`src/rtl/data_mem_arbiter_pkg.sv`:
```
// mem_arb_pkg: shared widths, default fairness bound and read-owner encoding.
package mem_arb_pkg;
  localparam int BUS_ADDR_W = 16;
  localparam int BUS_DATA_W = 16;
  localparam int DEF_CPU_BURST_MAX = 4;
  typedef enum logic [1:0] {OWN_NONE = 2'd0, OWN_CPU = 2'd1, OWN_DMA = 2'd2} rd_owner_t;
endpackage

```
`src/rtl/data_mem_arbiter_if.sv`:
```
// data_mem_arbiter_if: CPU, DMA and RAM-side signals of the data memory arbiter.
// master: requesters plus RAM model; slave: the arbiter.
interface data_mem_arbiter_if import mem_arb_pkg::*; #(
  parameter int ADDR_W = BUS_ADDR_W,
  parameter int DATA_W = BUS_DATA_W
);
  logic              cpu_req, cpu_we, cpu_gnt, cpu_rvalid;
  logic [ADDR_W-1:0] cpu_addr;
  logic [DATA_W-1:0] cpu_wdata;
  logic              dma_req, dma_we, dma_gnt, dma_rvalid;
  logic [ADDR_W-1:0] dma_addr;
  logic [DATA_W-1:0] dma_wdata;
  logic [DATA_W-1:0] rdata;
  logic [ADDR_W-1:0] mem_addr;
  logic              mem_we;
  logic [DATA_W-1:0] mem_wdata, mem_rdata;
  modport slave (
    input  cpu_req, cpu_we, cpu_addr, cpu_wdata, dma_req, dma_we, dma_addr, dma_wdata, mem_rdata,
    output cpu_gnt, cpu_rvalid, dma_gnt, dma_rvalid, rdata, mem_addr, mem_we, mem_wdata
  );
  modport master (
    output cpu_req, cpu_we, cpu_addr, cpu_wdata, dma_req, dma_we, dma_addr, dma_wdata, mem_rdata,
    input  cpu_gnt, cpu_rvalid, dma_gnt, dma_rvalid, rdata, mem_addr, mem_we, mem_wdata
  );
endinterface

```
`src/rtl/fair_counter.sv`:
```
// fair_counter: saturating up-counter with synchronous clear, bounded by MAX.
// clk/rst_n: clock and async active-low reset; clr: clear; inc: count up; cnt: value.
module fair_counter #(
  parameter int MAX = 4,
  localparam int W = $clog2(MAX + 1)
) (
  input  logic         clk,
  input  logic         rst_n,
  input  logic         clr,
  input  logic         inc,
  output logic [W-1:0] cnt
);
  always_ff @(posedge clk or negedge rst_n)
    if (!rst_n) cnt <= '0;
    else if (clr) cnt <= '0;
    else if (inc && cnt != W'(MAX)) cnt <= cnt + 1'b1;
endmodule

```
`src/rtl/data_mem_arbiter.sv`:
```
// data_mem_arbiter: shares one RAM data port between CPU (priority) and DMA (fairness-bounded).
// clk/rst_n: clock and async active-low reset; bus: requester, read-return and RAM signals.
module data_mem_arbiter import mem_arb_pkg::*; #(
  parameter int CPU_BURST_MAX = DEF_CPU_BURST_MAX
) (
  input logic               clk,
  input logic               rst_n,
  data_mem_arbiter_if.slave bus
);
  localparam int CW = $clog2(CPU_BURST_MAX + 1);
  logic [CW-1:0] burst_cnt;
  logic          cpu_gnt, dma_gnt;
  rd_owner_t     rd_owner, rd_owner_nxt;
  // DMA wins only when alone or once the CPU has used up its burst allowance.
  assign dma_gnt = rst_n && bus.dma_req && (!bus.cpu_req || burst_cnt == CW'(CPU_BURST_MAX));
  assign cpu_gnt = rst_n && bus.cpu_req && !dma_gnt;
  assign bus.cpu_gnt = cpu_gnt;
  assign bus.dma_gnt = dma_gnt;
  assign bus.mem_addr  = dma_gnt ? bus.dma_addr : bus.cpu_addr;
  assign bus.mem_wdata = dma_gnt ? bus.dma_wdata : bus.cpu_wdata;
  assign bus.mem_we    = cpu_gnt ? bus.cpu_we : dma_gnt && bus.dma_we;
  // Counting only matters while DMA waits; any cycle without a DMA request restarts it.
  fair_counter #(.MAX(CPU_BURST_MAX)) u_fair (
    .clk(clk),
    .rst_n(rst_n),
    .clr(dma_gnt || !bus.dma_req),
    .inc(cpu_gnt),
    .cnt(burst_cnt)
  );
  always_ff @(posedge clk or negedge rst_n)
    if (!rst_n) rd_owner <= OWN_NONE;
    else rd_owner <= rd_owner_nxt;
  always_comb begin
    rd_owner_nxt = OWN_NONE;
    rd_owner_nxt = (cpu_gnt && !bus.cpu_we) ? OWN_CPU : (dma_gnt && !bus.dma_we) ? OWN_DMA : OWN_NONE;
  end
  assign bus.cpu_rvalid = rd_owner == OWN_CPU;
  assign bus.dma_rvalid = rd_owner == OWN_DMA;
  assign bus.rdata = (rd_owner == OWN_NONE) ? '0 : bus.mem_rdata;
endmodule
```
`src/flat_wrapper.sv`:
```
// flat-port wrapper written by rule: the top's interface ports become plain ports
module data_mem_arbiter_flat import mem_arb_pkg::*;
#(
  parameter int CPU_BURST_MAX = DEF_CPU_BURST_MAX
)
  (clk, rst_n, bus_cpu_req, bus_cpu_we, bus_cpu_addr, bus_cpu_wdata, bus_dma_req, bus_dma_we, bus_dma_addr, bus_dma_wdata, bus_mem_rdata, bus_cpu_gnt, bus_cpu_rvalid, bus_dma_gnt, bus_dma_rvalid, bus_rdata, bus_mem_addr, bus_mem_we, bus_mem_wdata);
  data_mem_arbiter_if bus_i ();
  input logic clk;
  input logic rst_n;
  input wire logic [$bits(bus_i.cpu_req)-1:0] bus_cpu_req;
  input wire logic [$bits(bus_i.cpu_we)-1:0] bus_cpu_we;
  input wire logic [$bits(bus_i.cpu_addr)-1:0] bus_cpu_addr;
  input wire logic [$bits(bus_i.cpu_wdata)-1:0] bus_cpu_wdata;
  input wire logic [$bits(bus_i.dma_req)-1:0] bus_dma_req;
  input wire logic [$bits(bus_i.dma_we)-1:0] bus_dma_we;
  input wire logic [$bits(bus_i.dma_addr)-1:0] bus_dma_addr;
  input wire logic [$bits(bus_i.dma_wdata)-1:0] bus_dma_wdata;
  input wire logic [$bits(bus_i.mem_rdata)-1:0] bus_mem_rdata;
  output wire logic [$bits(bus_i.cpu_gnt)-1:0] bus_cpu_gnt;
  output wire logic [$bits(bus_i.cpu_rvalid)-1:0] bus_cpu_rvalid;
  output wire logic [$bits(bus_i.dma_gnt)-1:0] bus_dma_gnt;
  output wire logic [$bits(bus_i.dma_rvalid)-1:0] bus_dma_rvalid;
  output wire logic [$bits(bus_i.rdata)-1:0] bus_rdata;
  output wire logic [$bits(bus_i.mem_addr)-1:0] bus_mem_addr;
  output wire logic [$bits(bus_i.mem_we)-1:0] bus_mem_we;
  output wire logic [$bits(bus_i.mem_wdata)-1:0] bus_mem_wdata;
  assign bus_i.cpu_req = bus_cpu_req;
  assign bus_i.cpu_we = bus_cpu_we;
  assign bus_i.cpu_addr = bus_cpu_addr;
  assign bus_i.cpu_wdata = bus_cpu_wdata;
  assign bus_i.dma_req = bus_dma_req;
  assign bus_i.dma_we = bus_dma_we;
  assign bus_i.dma_addr = bus_dma_addr;
  assign bus_i.dma_wdata = bus_dma_wdata;
  assign bus_i.mem_rdata = bus_mem_rdata;
  assign bus_cpu_gnt = bus_i.cpu_gnt;
  assign bus_cpu_rvalid = bus_i.cpu_rvalid;
  assign bus_dma_gnt = bus_i.dma_gnt;
  assign bus_dma_rvalid = bus_i.dma_rvalid;
  assign bus_rdata = bus_i.rdata;
  assign bus_mem_addr = bus_i.mem_addr;
  assign bus_mem_we = bus_i.mem_we;
  assign bus_mem_wdata = bus_i.mem_wdata;
  data_mem_arbiter #(.CPU_BURST_MAX(CPU_BURST_MAX)) u_core (.clk(clk), .rst_n(rst_n), .bus(bus_i));
endmodule
```
`config.mk`:
```
export PLATFORM = sky130hd
export DESIGN_NAME = data_mem_arbiter_flat
export DESIGN_NICKNAME = d
export VERILOG_FILES = /design/src/rtl/data_mem_arbiter_pkg.sv /design/src/rtl/data_mem_arbiter_if.sv /design/src/rtl/fair_counter.sv /design/src/rtl/data_mem_arbiter.sv /design/src/flat_wrapper.sv
export SDC_FILE = /design/constraint.sdc
export NUM_CORES = 1
export LEC_CHECK = 0
export BUFFER_PORTS_ARGS = -buffer_cell sky130_fd_sc_hd__buf_2
export CORE_MARGIN = 1.5
export CORE_UTILIZATION = 27
export DETAILED_ROUTE_END_ITERATION = 10
export PLACE_DENSITY_LB_ADDON = 0.2
export SYNTH_ARGS = -nofsm -noshare
export SYNTH_HDL_FRONTEND = slang
export SYNTH_SLANG_ARGS = --single-unit
```
`constraint.sdc`:
```
create_clock -name clk -period 1.5 [get_ports clk]
set_input_delay 0.15 -clock clk [delete_from_list [all_inputs] [get_ports clk]]
set_output_delay 0.15 -clock clk [all_outputs]
set_load 0.01 [all_outputs]
```
Word-level counts from Yosys, hierarchy flattened
Cells that the tools add are included.

cells by class
  reductions and logical operators = 17
  add/sub/neg operators = 1
  mux-type cells = 8
  eq/ne operators = 4

operators by type and width
  kind                                                  number
  2-to-1 mux 16 bit                                     3
  logical AND 1 bit                                     8
  2-to-1 mux 3 bit                                      2
  zero test 1 bit                                       5
  2-to-1 mux 2 bit                                      2
  adder 3 x 1 -> 3 bit (second input constant)          1
  equality test 3 bit (second input constant)           1
  != test 3 bit (second input constant)                 1
  equality test 2 x 1 -> 1 bit (second input constant)  1
  equality test 2 bit (second input constant)           1
  zero test 2 bit                                       1
  logical OR 1 bit                                      2
  nonzero test 2 bit                                    1
  2-to-1 mux 1 bit                                      1

word-level totals
  word-level logic and storage cells = 32
  input bits = 86
  register bits = 5
  output and inout port bits = 53

Depth between registers and ports, before layout
Gate-level depths: netlist (run 1).

  depth in word-level cells = 8
  depth in mapped cells = 6
  depth with buffers taken out = 5

Hierarchy
From an unflattened synthesis (run 1), not the netlist that was laid out.

second synthesis, totals
  cell total of the unflattened synthesis = 83
  area, all modules = 842.1 µm²

by module, submodules not included
  module            seq. area each (µm²)  cells each  times used  area each (µm²)
  data_mem_arbiter  50.0                  66          1           648.1
  fair_counter      75.1                  17          1           193.9

Least setup slack after synthesis (run 1)
OpenSTA, ideal clock, no wires.

  path type = register -> output
  start point = register u_core.u_fair.cnt[0]
  end point = output port bus_mem_addr[0]
  buffers on the path = 1
  required time = 1350 ps
  setup slack = -86 ps
  cell stages (with the launch flop) = 7
  data arrival time = 1436 ps
  cell sequence = dfrtp_1 > inv_1 > ha_1 > a21boi_4 > nor2_8 > buf_8 > mux2_4

between the ends
  cells in the longest elaborated chain, start to end = 4

ends and longest elaborated chain
  item                    RTL line                text
  from (decl)             fair_counter.sv:11      output logic [W-1:0] cnt
  from (signal assigned)  fair_counter.sv:16      else if (inc && cnt != W'(MAX)) cnt <= cnt + 1'b1;
  equality test 3 bit     data_mem_arbiter.sv:15  assign dma_gnt = rst_n && bus.dma_req && (!bus.cpu_req || burst_cnt == CW'(CPU_BURST_MAX));
  logical OR 1 bit        data_mem_arbiter.sv:15
  logical AND 1 bit       data_mem_arbiter.sv:15
  net bus_dma_gnt         flat_wrapper.sv:21      output wire logic [$bits(bus_i.dma_gnt)-1:0] bus_dma_gnt;
  2-to-1 mux 16 bit       data_mem_arbiter.sv:19  assign bus.mem_addr = dma_gnt ? bus.dma_addr : bus.cpu_addr;
  to (decl)               flat_wrapper.sv:24      output wire logic [$bits(bus_i.mem_addr)-1:0] bus_mem_addr;

The timed path passes the listed nets, and every way through them passes these cells.

Worst setup path in the final report (run 1)
  start point = register u_core.u_fair.cnt[0]
  end point = output port bus_mem_addr[14]

between the ends
  cells in the longest elaborated chain, start to end = 4

ends and longest elaborated chain
  item                 RTL line
  equality test 3 bit  data_mem_arbiter.sv:15
  logical OR 1 bit     data_mem_arbiter.sv:15
  logical AND 1 bit    data_mem_arbiter.sv:15
  2-to-1 mux 16 bit    data_mem_arbiter.sv:19

Every way passes these cells.

==> results of run 1 <==
worst max path at each step:
stage,from,slack (ns),end,depth (start not counted)
2_1_floorplan,u_core.u_fair.cnt[0],-0.002,bus_mem_addr[0],6
3_3_place_gp,u_core.u_fair.cnt[0],-0.08,bus_mem_addr[14],7
3_5_place_dp,u_core.u_fair.cnt[0],-0.10,bus_mem_wdata[12],7
4_1_cts,u_core.u_fair.cnt[0],-0.35,bus_mem_wdata[12],7
5_1_grt,u_core.u_fair.cnt[0],-0.43,bus_mem_addr[15],7
6_report,u_core.u_fair.cnt[0],-0.34,bus_mem_addr[14],7
power groups by stage:
| stage | Combinational [mW] | Clock (mW) | Sequential [mW] |
|---|---|---|---|
| finish | 0.524 | 0.163 | 0.142 |
| global route | 0.560 | 0.184 | 0.142 |
| CTS | 0.513 | 0.168 | 0.142 |
| detailed placement | 0.427 | 0 | 0.144 |
| global placement | 0.423 | 0 | 0.144 |
| floorplan | 0.220 | 0 | 0.144 |
synthesized netlist by cell type:
cell       n
ha_1       2
o31a_1     1
nand2_2    1
nor2b_1   19
buf_8      1
a21boi_0   2
dfrtp_1    5
nand3_1    2
mux2_2     6
nor3_1     3
nand2b_1   2
a21boi_4   1
and3_2     1
buf_12     2
clkbuf_1   1
inv_1      2
nor3b_1    1
nor2_1     2
nor2_8     1
mux2_4    27
nand2_1    2
layout make-up:
| cell class | instances | area share, % |
|---|---|---|
| flip-flops and latches | 5 | 6.23 |
| multi-input cells | 73 | 39.3 |
| inverters | 2 | 0.374 |
| clock buffers | 4 | 1.31 |
| well taps | 46 | 2.86 |
| repair buffers | 148 | 49.9 |
registers in the layout (all words and copies together) (netlist names):
name / cells
u_core.rd_owner: 2
u_core.u_fair.cnt: 3
per-layer routing:
metal / vias to the layer above / global-route usage [%]
met5: - / 0
met3: 5 / 4.53
met4: 0 / 5.00
met1: 532 / 17.2
li1: 589 / -
met2: 76 / 30.3
stage by stage:
step	worst slack [ns]	setup TNS (ns)	utilization, %	hold slack (ns)	area [um^2]
after floorplan	-0.00231	-0.0161	-	-0.146	957
after global placement	-0.0801	-2.23	51.9	0.0949	1730
after detailed placement	-0.104	-2.76	51.9	0.0954	1730
after CTS	-0.352	-11.34	59.0	0.0788	1970
after global routing	-0.433	-14.09	60.2	0.0812	2010
final	-0.337	-11.01	60.2	0.0813	2010
what timing repair did:
item                       CTS  global route
hold buffers                 1             0
resized for setup           32             8
pin swaps                    1             0
setup endpoints to repair   35            35
setup buffers                0             1
hold endpoints to repair     5             0
cells by family after synthesis:
logic type               after synthesis  share of synthesized area (%)
AND/OR/NAND/NOR                       34                           22.5
flip-flops                             5                           13.2
multiplexers                          33                           50.1
buffers and inverters                  6                           7.02
adder cells (fa/ha/maj)                2                           2.65
AO/OA/AOI/OAI                          4                           4.50
==> metrics, run 1 <==
Seq. cell area 125 um^2; CP cell instances inv_2, ha_4, a21boi_4, nor2_8, buf_12, mux2_4, buf_6; crit end category primary output; r2r worst-path depth 7; #FFs+latches synth 5; total power 0.829 mW; crit path buf inv count 3; CORE AREA 0.00334 mm^2; port buffer count 138; Clock Power Share 19.7%; crit share post-route 122%; crit path max fanout 20; commonest non-fill, non-tap cells in the layout buf_2, buf_6, mux2_4; FF-to-FF End u_core.rd_owner[0]; drt wl/cell 11.6 um; global-route wire length before repair 5150 um; LEAKAGE 1.12 nW; Int Power 0.575 mW; Worst-path clk slew 0.05 ns; row cnt 21; minimum clock period 1.84 ns; Logic pwr share 63.2%; cell count of the worst hold path 2; critical path arrival 1.69 ns; total die area 0.00386 mm^2; Top Metal Used met4; maximum clock frequency 544 MHz; power density over cell area 412 mW/mm^2; Clk Latency, worst-skew pair 0.25 ns; fraction of layout cells with a size suffix above 1 82.8%; vias post-DR 1202; Syn Std Cell Area 945 um^2; CP required 1.35 ns; relative slew slack 83.3%; total grt overflow 0; max-cap viol count 0; clock tree sinks 5; Area contributors post-synth mux2_4, dfrtp_1, nor2b_1; IO Pins 139; Area growth, synth to finish 113%; hold endpoint u_core.rd_owner[0]; Initial Utilization 28.3%; vias in the first global route 1134; Yosys top cell by area mux2_4; largest net degree at the start of global routing 21; DR vias/cell 4.32; Flop pwr share 17.1%; Avg Synthesized Cell Area 11.2 um^2; Detailed Route Iter0 Violations 29; fin nets 321; P_sw 0.254 mW; worst r2r src u_core.u_fair.cnt[0]; multi-input logic area 790 um^2; reg2reg setup slack 0.14 ns; DIE HEIGHT 62.2 um; Slowest-stage cell, CP dfrtp_1; Clock Skews 0.00816 ns; Worst setup SP type register; dpl cells 272; initial antenna violation count 0; endpoints failing setup 35; filler cell count 300; # DRC 0; post-synth net total 172; drt pass-1 iters 4; H-tree depth 1; Yosys top cell area share 42.9%; endpoints failing hold 0; Longest Clk Path Bufs 2; hpwl dp 2600 um; Worst path max stage delay 0.35 ns; CTS buffer count 3; switching part of the total 30.6%; failing checks negative setup slack; CP top delay family flip-flops; Slew Viols, Final 0; maximum VDD drop 0.299 mV; Worst Tran Pin Value 0.250 ns; wl on met1 1160 um; # diodes 0; Die Width 62.2 um; RePlAce Congestion 0.730; Met2 Wirelength 1700 um; Yosys warning count 0; Post-Syn Instances 84; register area share after synthesis 13.2%; GR Util All Layers 16.1%; Total Routed Length 3240 um; Hold Crit Start bus_cpu_we; number of routed nets with antenna violations 0; final std cells w/o fill 278; commonest non-fill, non-tap cell in the layout buf_2; critical path class register to primary output; RSZ-0062 raised after global routing yes; TritonCTS clock tree done; status complete, but fails checks; Min-Delay Path Class input pin to register; Unique masters post-synth 21; clock root buffer clkbuf_4; fin worst setup slack -0.337 ns; metal3 WL 337 um
(Power assumes the default switching activity.)
==> run 2, diff against run 1 <==
--- a/config.mk
+++ b/config.mk
@@ -7,9 +7,10 @@
 export LEC_CHECK = 0
 export BUFFER_PORTS_ARGS = -buffer_cell sky130_fd_sc_hd__buf_2
 export CORE_MARGIN = 1.5
-export CORE_UTILIZATION = 27
+export CORE_UTILIZATION = 25
 export DETAILED_ROUTE_END_ITERATION = 10
 export PLACE_DENSITY_LB_ADDON = 0.2
 export SYNTH_ARGS = -nofsm -noshare
 export SYNTH_HDL_FRONTEND = slang
+export SYNTH_HIERARCHICAL = 1
 export SYNTH_SLANG_ARGS = --single-unit
==> metrics, run 2 <==
Post-Syn Instances 83; maximum VDD drop 0.199 mV; CTS buffer count 3; biggest regs u_core/u_fair/cnt: 3 flops, u_core/rd_owner: 2 flops; post-synth net total 171; Yosys top cell area share 40.1%; hpwl dp 2670 um; Total Routed Length 3630 um; Slowest-stage cell, CP or3b_4; register area share after synthesis 14.9%; Worst path max stage delay 0.42 ns; total die area 0.00373 mm^2; GR Util All Layers 16.4%; RSZ-0062 raised after global routing yes; crit path buf inv count 3; crit path max fanout 9; commonest non-fill, non-tap cells in the layout buf_2, buf_6, mux2_4; Detailed Route Iter0 Violations 10; CP required 1.35 ns; Min-Delay Path Class input pin to register; row cnt 20; failing checks negative setup slack; minimum clock period 2.11 ns; Unique masters post-synth 21; max-cap viol count 0; critical path class register to primary output; total grt overflow 0; initial antenna violation count 0; clock tree sinks 5; TritonCTS clock tree done; Worst Tran Pin Value 0.231 ns; Worst setup SP type register; critical path arrival 1.96 ns; drt pass-1 iters 2; CP cell instances or3b_4, a21oi_4, buf_4, clkbuf_16, mux2_2, buf_6; commonest non-fill, non-tap cell in the layout buf_2; clock root buffer clkbuf_4; power density over cell area 398 mW/mm^2; status complete, but fails checks; relative slew slack 84.5%; RePlAce Congestion 0.703; DIE HEIGHT 61.0 um; Yosys top cell by area mux2_2; Yosys warning count 6; vias post-DR 1258; number of synthesized flops with an enable pin 0; Area contributors post-synth mux2_2, nor2b_1, dfrtp_1; Avg Synthesized Cell Area 10.1 um^2; # DRC 0; Longest Clk Path Bufs 2; crit end category primary output; crit share post-route 140%; CP top delay family simple AND/OR/NAND/NOR gates; vias in the first global route 1112; Area growth, synth to finish 155%; worst hold slack 0.0739 ns; Initial Utilization 26.9%; fin nets 334; synth cell count leaders mux2_2, nor2b_1, dfrtp_1; max reg flops 3; endpoints failing setup 40; LEAKAGE 1.19 nW; H-tree depth 1; Clock Skews 0.00290 ns; Worst-path clk slew 0.05 ns; port buffer count 138; most common cell in the netlist mux2_2; Die Width 61.0 um; main flop type after synthesis dfrtp_1; # diodes 0; Slew Viols, Final 0; CORE AREA 0.00313 mm^2; fin worst setup slack -0.605 ns; endpoints failing hold 0; largest register by flop count u_core/u_fair/cnt; global-route wire length before repair 4570 um; Clk Latency, worst-skew pair 0.25 ns; IO Pins 139; drt wl/cell 12.6 um; maximum clock frequency 475 MHz; largest net degree at the start of global routing 20; fraction of layout cells with a size suffix above 1 82.9%; number of routed nets with antenna violations 0; DP Worst Slack -0.310 ns; Syn Std Cell Area 842 um^2; #FFs+latches synth 5; share of flip-flops with an asynchronous set or reset 100%; DR vias/cell 4.35
==> run 2: timing repair <==
| item | CTS | global route |
|---|---|---|
| hold buffers | 1 | 0 |
| hold endpoints to repair | 5 | 0 |
| setup endpoints to repair | 38 | 39 |
| cloned | 0 | 4 |
| pin swaps | 0 | 2 |
| gates resized for setup | 24 | 15 |
| setup buffers | 2 | 6 |
==> run 2: final timing paths <==
path	start	to	slack (ns)	cells after the start
max in group asynchronous	rst_n	u_core/u_fair/cnt[2]	0.89	3
min reg2reg	u_core/u_fair/cnt[2]	u_core/u_fair/cnt[2]	0.71	3
min in group asynchronous	rst_n	u_core/u_fair/cnt[0]	0.42	3
max reg2reg	u_core/u_fair/cnt[1]	u_core/u_fair/cnt[0]	-0.47	7
min	bus_cpu_we	u_core/rd_owner[0]	0.07	2
max	u_core/u_fair/cnt[1]	bus_mem_wdata[15]	-0.61	6
==> run 2: cell families after synthesis <==
| kind of cell | synth area share, % |
|---|---|
| AO/OA/AOI/OAI | 6.98 |
| adder cells (fa/ha/maj) | 2.97 |
| buffers and inverters | 7.13 |
| flip-flops | 14.9 |
| multiplexers | 45.8 |
| AND/OR/NAND/NOR | 22.3 |
==> run 2: area by class of cell <==
class / count / area, um^2
Multi-Input combinational cell: 71 / 773
Timing Repair Buffer: 162 / 1160
Fill cell: 271 / 978
Tap cell: 44 / 55.1
Clock buffer: 4 / 26.3
Sequential cell: 5 / 125
Inverter: 3 / 11.3
==> run 2: report_power, final <==
group / switching (mW) / total [mW] / leakage [nW] / internal [mW]
sequential: 0.00283 / 0.143 / 0.0684 / 0.140
clock: 0.0611 / 0.162 / 0.0150 / 0.101
combinational: 0.196 / 0.551 / 1.11 / 0.355
==> run 2: layer usage <==
metal	vias to the layer above	GRT usage, %	share of wire, %
li1	614	-	-
met1	554	15.0	33
met2	86	35.3	55
met3	4	4.20	12
met4	0	2.80	0.63
met5	-	0	0
==> run 2: metrics by stage <==
step / total power, mW / utilization [%] / cells / area (um^2) / TNS (ns)
floorplan: 0.357 / - / 83 / 925 / -8.55
global placement: 0.568 / 55.3 / 272 / 1730 / -9.16
detailed placement: 0.573 / 55.3 / 272 / 1730 / -9.92
CTS: 0.803 / 61.7 / 279 / 1930 / -19.11
global route: 0.912 / 68.7 / 289 / 2150 / -22.98
finish: 0.856 / 68.7 / 289 / 2150 / -20.78
==> run 3, diff against run 2 <==
--- a/config.mk
+++ b/config.mk
@@ -10,6 +10,7 @@
 export CORE_UTILIZATION = 25
 export DETAILED_ROUTE_END_ITERATION = 10
 export PLACE_DENSITY_LB_ADDON = 0.2
+export SKIP_CTS_REPAIR_TIMING = 1
 export SYNTH_ARGS = -nofsm -noshare
 export SYNTH_HDL_FRONTEND = slang
 export SYNTH_HIERARCHICAL = 1
==> constraint.sdc (replaced) <==
create_clock -name clk -period 1.5 [get_ports clk]
set_input_delay 0.3 -clock clk [delete_from_list [all_inputs] [get_ports clk]]
set_output_delay 0.3 -clock clk [all_outputs]
set_load 0.01 [all_outputs]
==> metrics, run 3 (synthesis gave the netlist of run 2 again) <==
port buffer count 138; largest net degree at the start of global routing 20; fin worst setup slack -0.716 ns; commonest non-fill, non-tap cell in the layout buf_2; cell count of the worst hold path 2; Initial Utilization 26.9%; worst r2r src u_core/u_fair/cnt[1]; worst hold slack 0.224 ns; IO Pins 139; DP Worst Slack -0.464 ns; drt wl/cell 11.3 um; maximum VDD drop 0.170 mV; GR Util All Layers 15.4%; row cnt 20; CTS buffer count 3; DIE HEIGHT 61.0 um; r2r worst-path depth 6; # diodes 0; Slew Viols, Final 0; number of routed nets with antenna violations 0; fraction of layout cells with a size suffix above 1 83.5%; endpoints failing setup 38; total power 0.820 mW; hpwl dp 2700 um; Worst Tran Pin Value 0.229 ns; vias post-DR 1206; LEAKAGE 1.13 nW; Seq. cell area 125 um^2; clock tree sinks 5; total die area 0.00373 mm^2; critical path class register to primary output; # DRC 0; Clk Latency, worst-skew pair 0.25 ns; Longest Clk Path Bufs 2; Min-Delay Path Class input pin to register; drt pass-1 iters 4; endpoints failing hold 0; clock root buffer clkbuf_4; max reg flops 3; Hold Crit Start bus_dma_we; largest register by flop count u_core/u_fair/cnt; multi-input logic area 787 um^2; H-tree depth 1; DR vias/cell 4.31; Total Routed Length 3160 um; hold endpoint u_core/rd_owner[1]; Worst-path clk slew 0.04 ns; Area growth, synth to finish 140%; RePlAce Congestion 0.744; failing checks negative setup slack; fin nets 325; total grt overflow 0; commonest non-fill, non-tap cells in the layout buf_2, buf_6, mux2_4; crit end category primary output; biggest regs u_core/u_fair/cnt: 3 flops, u_core/rd_owner: 2 flops; Clock Skews 0.00471 ns; filler cell count 281; reg2reg setup slack -0.26 ns; vias in the first global route 1061; status complete, but fails checks; RSZ-0062 raised after global routing yes; Detailed Route Iter0 Violations 12; minimum clock period 2.22 ns; TritonCTS clock tree done; power density over cell area 406 mW/mm^2; global-route wire length before repair 4290 um; Die Width 61.0 um; CORE AREA 0.00313 mm^2; relative slew slack 84.7%; Worst setup SP type register; max-cap viol count 0; critical path arrival 1.92 ns; crit share post-route 148%; initial antenna violation count 0; CP required 1.20 ns; maximum clock frequency 451 MHz; crit path max fanout 19; FF-to-FF End u_core/u_fair/cnt[0]
==> run 3: cell types whose count changed in the layout (fill, tap and decap cells not counted), sizes merged <==
cell and change:
buf -5, clkbuf -4
==> run 3: worst max-delay path by stage <==
stage                          from          endpoint  slack [ns]
2_1_floorplan  u_core/u_fair/cnt[1]  bus_mem_addr[10]       -0.41
3_3_place_gp   u_core/u_fair/cnt[1]  bus_mem_wdata[6]       -0.43
3_5_place_dp   u_core/u_fair/cnt[1]  bus_mem_wdata[7]       -0.46
4_1_cts        u_core/u_fair/cnt[1]  bus_mem_wdata[7]       -0.73
5_1_grt        u_core/u_fair/cnt[1]   bus_mem_addr[3]       -0.78
6_report       u_core/u_fair/cnt[1]  bus_mem_wdata[8]       -0.72
==> run 3: routing by layer <==
layer,vias to the layer above,global-route usage (%),part of all wire (%)
li1,595,-,-
met1,521,15.0,34
met2,86,31.9,55
met3,4,2.94,10
met4,0,4.35,0.76
met5,-,0,0
==> run 3: per-stage QoR <==
step / std cells / setup TNS [ns] / utilization (%) / area (um^2)
global placement: 272 / -14.41 / 56.2 / 1760
CTS: 276 / -24.61 / 57.0 / 1780
global route: 280 / -26.73 / 64.6 / 2020
floorplan: 83 / -13.51 / - / 952
detailed placement: 272 / -15.37 / 56.2 / 1760
finish: 280 / -24.16 / 64.6 / 2020
==> run 3: area by class of cell <==
type                       instances  area share (%)
timing repair buffer             153            50.2
sequential                         5            6.20
multi-input combinational         71            39.0
tap                               44            2.73
inverter                           3           0.558
clock buffer                       4            1.30
==> run 3: report_power, final <==
group          switching (mW)  internal, mW  leakage, nW
Clock                  0.0563         0.101       0.0150
Combinational           0.185         0.335         1.05
Sequential            0.00359         0.140       0.0684
Total                   0.245         0.575         1.13
==> run 3: worst max-delay path, cell delays in order, from the launching register on <==
cell and delay [ns]:
dfrtp_1 0.38, or3b_4 0.43, a21oi_4 0.20, buf_12 0.22, mux2_4 0.32, buf_6 0.12
